**config.mk**
```make
export PLATFORM = sky130hd
export DESIGN_NAME = prog_loader
export DESIGN_NICKNAME = d
export VERILOG_FILES = /design/src/rtl/prog_loader_pkg.sv /design/src/rtl/prog_loader_timer.sv /design/src/rtl/prog_loader.sv
export SDC_FILE = /design/constraint.sdc
export NUM_CORES = 1
export LEC_CHECK = 0
export BUFFER_PORTS_ARGS = -buffer_cell sky130_fd_sc_hd__buf_2
export CORE_ASPECT_RATIO = 1.25
export CORE_MARGIN = 8
export CORE_UTILIZATION = 55
export CTS_CLUSTER_SIZE = 40
export DETAILED_ROUTE_END_ITERATION = 6
export PLACE_DENSITY = 0.76
export SKIP_LAST_GASP = 1
export SLEW_MARGIN = 5
export SYNTH_ARGS = -nofsm -noshare
export SYNTH_HDL_FRONTEND = slang
export SYNTH_SLANG_ARGS = --single-unit
```
**constraint.sdc**
```tcl
create_clock -name clk -period 4.4 [get_ports clk]
set_clock_uncertainty 0.1 [all_clocks]
set_input_delay 0.88 -clock clk [delete_from_list [all_inputs] [get_ports clk]]
set_output_delay 0.88 -clock clk [all_outputs]
set_load 0.02 [all_outputs]
```
**src/rtl/prog_loader_pkg.sv**
```systemverilog
// Shared encodings for the program loader: FSM states, frame sync byte, error codes.
package prog_loader_pkg;

  typedef enum logic [3:0] {
    ST_IDLE,
    ST_SYNC,
    ST_LEN_L,
    ST_LEN_H,
    ST_DATA_L,
    ST_DATA_H,
    ST_CSUM,
    ST_DONE,
    ST_ERR
  } load_state_t;

  localparam logic [7:0] LOAD_SYNC_BYTE = 8'hA5;

  localparam logic [1:0] LOAD_ERR_NONE    = 2'd0;
  localparam logic [1:0] LOAD_ERR_LEN     = 2'd1;
  localparam logic [1:0] LOAD_ERR_CSUM    = 2'd2;
  localparam logic [1:0] LOAD_ERR_TIMEOUT = 2'd3;

endpackage

```
**src/rtl/prog_loader_timer.sv**
```systemverilog
// Idle-cycle counter: counts enabled cycles since the last clear, flags expiry at TIMEOUT_CYC.
module loader_timer #(
  parameter int unsigned TIMEOUT_CYC = 65535
) (
  input  logic clk,
  input  logic rst_n,
  input  logic clr,
  input  logic en,
  output logic expired
);

  localparam int W = $clog2(TIMEOUT_CYC + 1);

  logic [W-1:0] cnt;

  assign expired = (cnt == W'(TIMEOUT_CYC));

  // Saturates at the limit so a stalled owner never sees the flag drop by wrap-around.
  always_ff @(posedge clk) begin
    if (!rst_n) begin
      cnt <= '0;
    end else if (clr) begin
      cnt <= '0;
    end else if (en && !expired) begin
      cnt <= cnt + 1'b1;
    end
  end

endmodule

```
**src/rtl/prog_loader.sv**
```systemverilog
// Byte-stream program loader: frames A5/LEN/payload/XOR-checksum into instruction memory
// writes from address 0, and releases the CPU only after a load with a matching checksum.
module prog_loader
  import prog_loader_pkg::*;
#(
  parameter int          CPU_WIDTH   = 16,
  parameter int          ADDR_WIDTH  = 8,
  parameter int unsigned TIMEOUT_CYC = 65535
) (
  input  logic                  clk,
  input  logic                  rst_n,
  input  logic                  start,
  input  logic [7:0]            rx_data,
  input  logic                  rx_valid,
  output logic                  rx_ready,
  output logic                  imem_we,
  output logic [ADDR_WIDTH-1:0] imem_addr,
  output logic [CPU_WIDTH-1:0]  imem_wdata,
  output logic                  cpu_en,
  output logic                  busy,
  output logic                  done,
  output logic [1:0]            err
);

  localparam logic [16:0] CAP = 17'(1) << ADDR_WIDTH;

  load_state_t state, state_nxt;

  logic                  active;
  logic                  accept;
  logic                  start_ok;
  logic                  expired;
  logic                  len_bad;
  logic                  last_word;
  logic [16:0]           n_word;
  logic [7:0]            len_l;
  logic [15:0]           len;
  logic [7:0]            lo_q;
  logic [7:0]            csum;
  logic [ADDR_WIDTH-1:0] idx;
  logic [1:0]            err_q, err_nxt;

  assign active = (state == ST_SYNC)   || (state == ST_LEN_L)  || (state == ST_LEN_H) ||
                  (state == ST_DATA_L) || (state == ST_DATA_H) || (state == ST_CSUM);

  // Stop accepting once expired so a late byte cannot race the abort.
  assign rx_ready  = active && !expired;
  assign accept    = rx_valid && rx_ready;
  assign start_ok  = start && !active;
  assign n_word    = {1'b0, rx_data, len_l};
  assign len_bad   = (n_word == 17'd0) || (n_word > CAP);
  assign last_word = (17'(idx) + 17'd1) == {1'b0, len};

  assign busy   = active;
  assign done   = (state == ST_DONE);
  assign cpu_en = (state == ST_DONE);
  assign err    = err_q;

  loader_timer #(
    .TIMEOUT_CYC(TIMEOUT_CYC)
  ) u_timer (
    .clk    (clk),
    .rst_n  (rst_n),
    .clr    (accept || start_ok),
    .en     (active),
    .expired(expired)
  );

  always_ff @(posedge clk) begin
    if (!rst_n) begin
      state <= ST_IDLE;
    end else begin
      state <= state_nxt;
    end
  end

  always_comb begin
    state_nxt = state;
    err_nxt   = err_q;
    if (start_ok) begin
      state_nxt = ST_SYNC;
      err_nxt   = LOAD_ERR_NONE;
    end else if (active && expired) begin
      state_nxt = ST_ERR;
      err_nxt   = LOAD_ERR_TIMEOUT;
    end else if (accept) begin
      case (state)
        ST_SYNC: begin
          if (rx_data == LOAD_SYNC_BYTE) state_nxt = ST_LEN_L;
        end
        ST_LEN_L: state_nxt = ST_LEN_H;
        ST_LEN_H: begin
          if (len_bad) begin
            state_nxt = ST_ERR;
            err_nxt   = LOAD_ERR_LEN;
          end else begin
            state_nxt = ST_DATA_L;
          end
        end
        ST_DATA_L: state_nxt = ST_DATA_H;
        ST_DATA_H: state_nxt = last_word ? ST_CSUM : ST_DATA_L;
        ST_CSUM: begin
          if (rx_data == csum) begin
            state_nxt = ST_DONE;
          end else begin
            state_nxt = ST_ERR;
            err_nxt   = LOAD_ERR_CSUM;
          end
        end
        default: state_nxt = state;
      endcase
    end
  end

  always_ff @(posedge clk) begin
    if (!rst_n) begin
      imem_we    <= 1'b0;
      imem_addr  <= '0;
      imem_wdata <= '0;
      err_q      <= LOAD_ERR_NONE;
      len_l      <= 8'd0;
      len        <= 16'd0;
      lo_q       <= 8'd0;
      csum       <= 8'd0;
      idx        <= '0;
    end else begin
      imem_we <= 1'b0;
      err_q   <= err_nxt;
      if (start_ok) begin
        idx  <= '0;
        csum <= 8'd0;
      end else if (accept) begin
        case (state)
          ST_LEN_L: len_l <= rx_data;
          ST_LEN_H: len   <= {rx_data, len_l};
          ST_DATA_L: begin
            lo_q <= rx_data;
            csum <= csum ^ rx_data;
          end
          ST_DATA_H: begin
            imem_we    <= 1'b1;
            imem_addr  <= idx;
            imem_wdata <= CPU_WIDTH'({rx_data, lo_q});
            idx        <= idx + 1'b1;
            csum       <= csum ^ rx_data;
          end
          default: ;
        endcase
      end
    end
  end

endmodule

```
==> summary.txt <==
status -> finished clean
FF/Latch Area -> 1900 sq um
Tmin final -> 3410 ps
n_diodes -> 0
Setup crit start kind -> flop
first-pass GRT wire length -> 17400 um
CP Class -> reg -> out
sw frac -> 0.263
num rows -> 37
Layout area overhead -> 8.40%
worst-path fanout max -> 10
Reg power frac -> 0.576
Max Slew Vio Count -> 0
port bufs -> 42
Max Cap Violations -> 0
Setup Viol. Count Final -> 0
drt pass-1 iters -> 5
Core ar. -> 8100 sq um
number of H-tree levels -> 3
post-synth net total -> 521
CP max-delay cell -> nor4_2
Setup crit end kind -> output pin
Fmax achieved -> 293 MHz
Arr. time, crit path -> 2430 ps
Seq cells post-synth -> 95
Initial Util -> 0.557
largest stage delay on the critical path -> 850 ps
Filler cells -> 713
final WL -> 10500 um
Post-synth EDFFs -> 0
Hold Violations, Final -> 0
CTS buffer count -> 9
Levels on crit path -> 5
asr flop ratio synth -> 0
share of layout cells above drive strength 1 -> 0.131
GRT Total Usage -> 0.183
sequential element share of the synthesized area -> 0.421
initial antenna violation count -> 0
worst vdd ir -> 0.264 mV
Psw -> 0.404 mW
Synth Cell Area -> 4520 sq um
final net count -> 543
Clock transition at path regs -> 90 ps
clock share of power -> 0.342
PostCTS Resize Cnt -> 0
Relative slew margins -> 0.169
Worst-Margin Slew -> 1240 ps
Leakage -> 1.64 nW
setup_tns -> 0 ps
RePlAce Congestion -> 0.857
Required @ worst endpoint -> 3420 ps
root buf cell -> clkbuf_8
grt ovf -> 0
CTS tree -> yes
area of the multi-input gates -> 2430 sq um
worst min path class -> reg -> reg
DP HPWL -> 7530 um
cell-internal power -> 1.13 mW
per-cell routed wire length -> 16.6 um
CP Cell Sequence -> ha_1 -> nand3_1 -> nor4_2 -> nor2_1 -> buf_2
Final Cycle Share -> 0.776
ANT nets after route -> 0
unrepaired setup endpoints after global routing -> no
Die Span Y -> 117 um
Tot Pwr -> 1.53 mW
R2R depth -> 7
post-CTS setup buffer count -> 0
syn_area_per_cell -> 8.91 sq um
Worst-Skew Late Latency -> 360 ps
pwr/cell area -> 313 nW/um^2
Remaining DRCs -> 0
Clock Sinks -> 95
DRT iter0 DRCs -> 204
crit path buf inv count -> 1
Synth Flop Type -> dfxtp_1
vias in the first global route -> 3625
Max Buffers Root-to-Sink -> 2
worst hold stages -> 2
Comb pwr share -> 0.082
Synth Instances -> 507
Synth cell types -> 52
largest net degree at the start of global routing -> 60
CTS Hold Bufs -> 0
Worst path top cell family by delay -> simple AND/OR/NAND/NOR gates
routed via count -> 3692
die footprint -> 11400 sq um
Die Wd -> 97.0 um
Ports -> 43
vias per cell -> 5.85
synth warn -> 0
## stage by stage
step	setup slack (ps)	hold WS, ps	utilization	area (sq um)	cells
2_1_floorplan	1850	330	-	4520	507
3_3_place_gp	1400	339	0.583	4720	615
3_5_place_dp	1260	347	0.583	4720	615
4_1_cts	971	360	0.604	4890	631
5_1_grt	663	384	0.604	4890	631
6_report	987	356	0.604	4890	631
## power by group through the flow
stage | Combinational (mW) | Clock (mW) | Sequential, mW
floorplan | 0.101 | 0 | 0.892
finish | 0.126 | 0.524 | 0.883
detailed placement | 0.125 | 0 | 0.903
global placement | 0.124 | 0 | 0.902
global route | 0.139 | 0.567 | 0.885
CTS | 0.126 | 0.535 | 0.882
## state kept, by name, indices dropped and copies added (netlist names), 4 cells and up
name         count
imem_wdata      16
len             16
u_timer.cnt     16
csum             8
idx              8
imem_addr        8
len_l            8
lo_q             8
state            4
## cells in the final DEF, fill, tap and decap left out, types with 8 or more instances in the layout
cell / instances
nand3_1: 11
nand4_1: 8
xnor2_1: 33
mux2i_1: 33
a21boi_1: 9
nand2_1: 68
a21boi_0: 16
nor2_1: 37
nor2b_1: 33
buf_2: 42
xor2_1: 13
nor4_1: 14
dfxtp_1: 95
nor3_1: 18
clkbuf_8: 10
nor4b_1: 9
inv_1: 8
## synthesized netlist by cell type, types with 3 or more instances
master	n	area, sq um
o21ai_0	6	30.0
nand3_1	11	55.1
a31o_2	3	26.3
nand2b_1	3	18.8
and3_1	4	25.0
a21boi_0	16	120
buf_4	4	30.0
buf_2	5	25.0
mux2i_1	33	330
o21a_1	3	22.5
a21oi_1	6	30.0
inv_1	8	30.0
nor4b_1	9	78.8
clkbuf_1	25	93.8
nor4_1	14	87.6
a21boi_1	9	67.6
xnor2_1	33	289
nor2_1	37	139
nor3_1	18	90.1
nand4_1	8	50.1
xor2_1	13	114
nand2_1	68	255
nor2b_1	33	206
and4_1	4	35.0
a31oi_1	4	25.0
dfxtp_1	95	1900
## area by class of cell
cell class / instances / area share
Clock buffer: 11 / 0.0289
Sequential cell: 95 / 0.389
Tap cell: 97 / 0.0248
Multi-Input combinational cell: 370 / 0.497
Timing Repair Buffer: 45 / 0.0475
Inverter: 8 / 0.00613
Clock inverter: 5 / 0.00665
## metal layers
layer,vias up,part of all wire,track usage
li1,1802,-,-
met1,1758,0.44,0.210
met2,104,0.49,0.310
met3,28,0.039,0.0305
met4,0,0.035,0.108
met5,-,0,0
## final timing paths
kind                       start        endpoint  slack (ps)
setup / recovery  u_timer.cnt[0]        rx_ready         990
hold / removal    imem_wdata[14]  imem_wdata[14]         360
setup reg to reg  u_timer.cnt[0]    imem_addr[7]        1300
hold reg to reg   imem_wdata[14]  imem_wdata[14]         360
## logic make-up (layout without fill, tap and decap cells)
family | after synthesis | count (layout) | synth area share
XOR/XNOR | 46 | 46 | 0.0892
AO/OA/AOI/OAI | 64 | 64 | 0.107
flip-flops | 95 | 95 | 0.421
adder cells (fa/ha/maj) | 2 | 2 | 0.00554
buffers and inverters | 42 | 69 | 0.0396
multiplexers | 33 | 33 | 0.0732
AND/OR/NAND/NOR | 225 | 225 | 0.264
## tightest hold or removal path, stage by stage, from the launching register on
cell      delay (ps)
dfxtp_1          310
nand2_1           50
a21boi_1          50
Power figures use the tool's default switching activity.
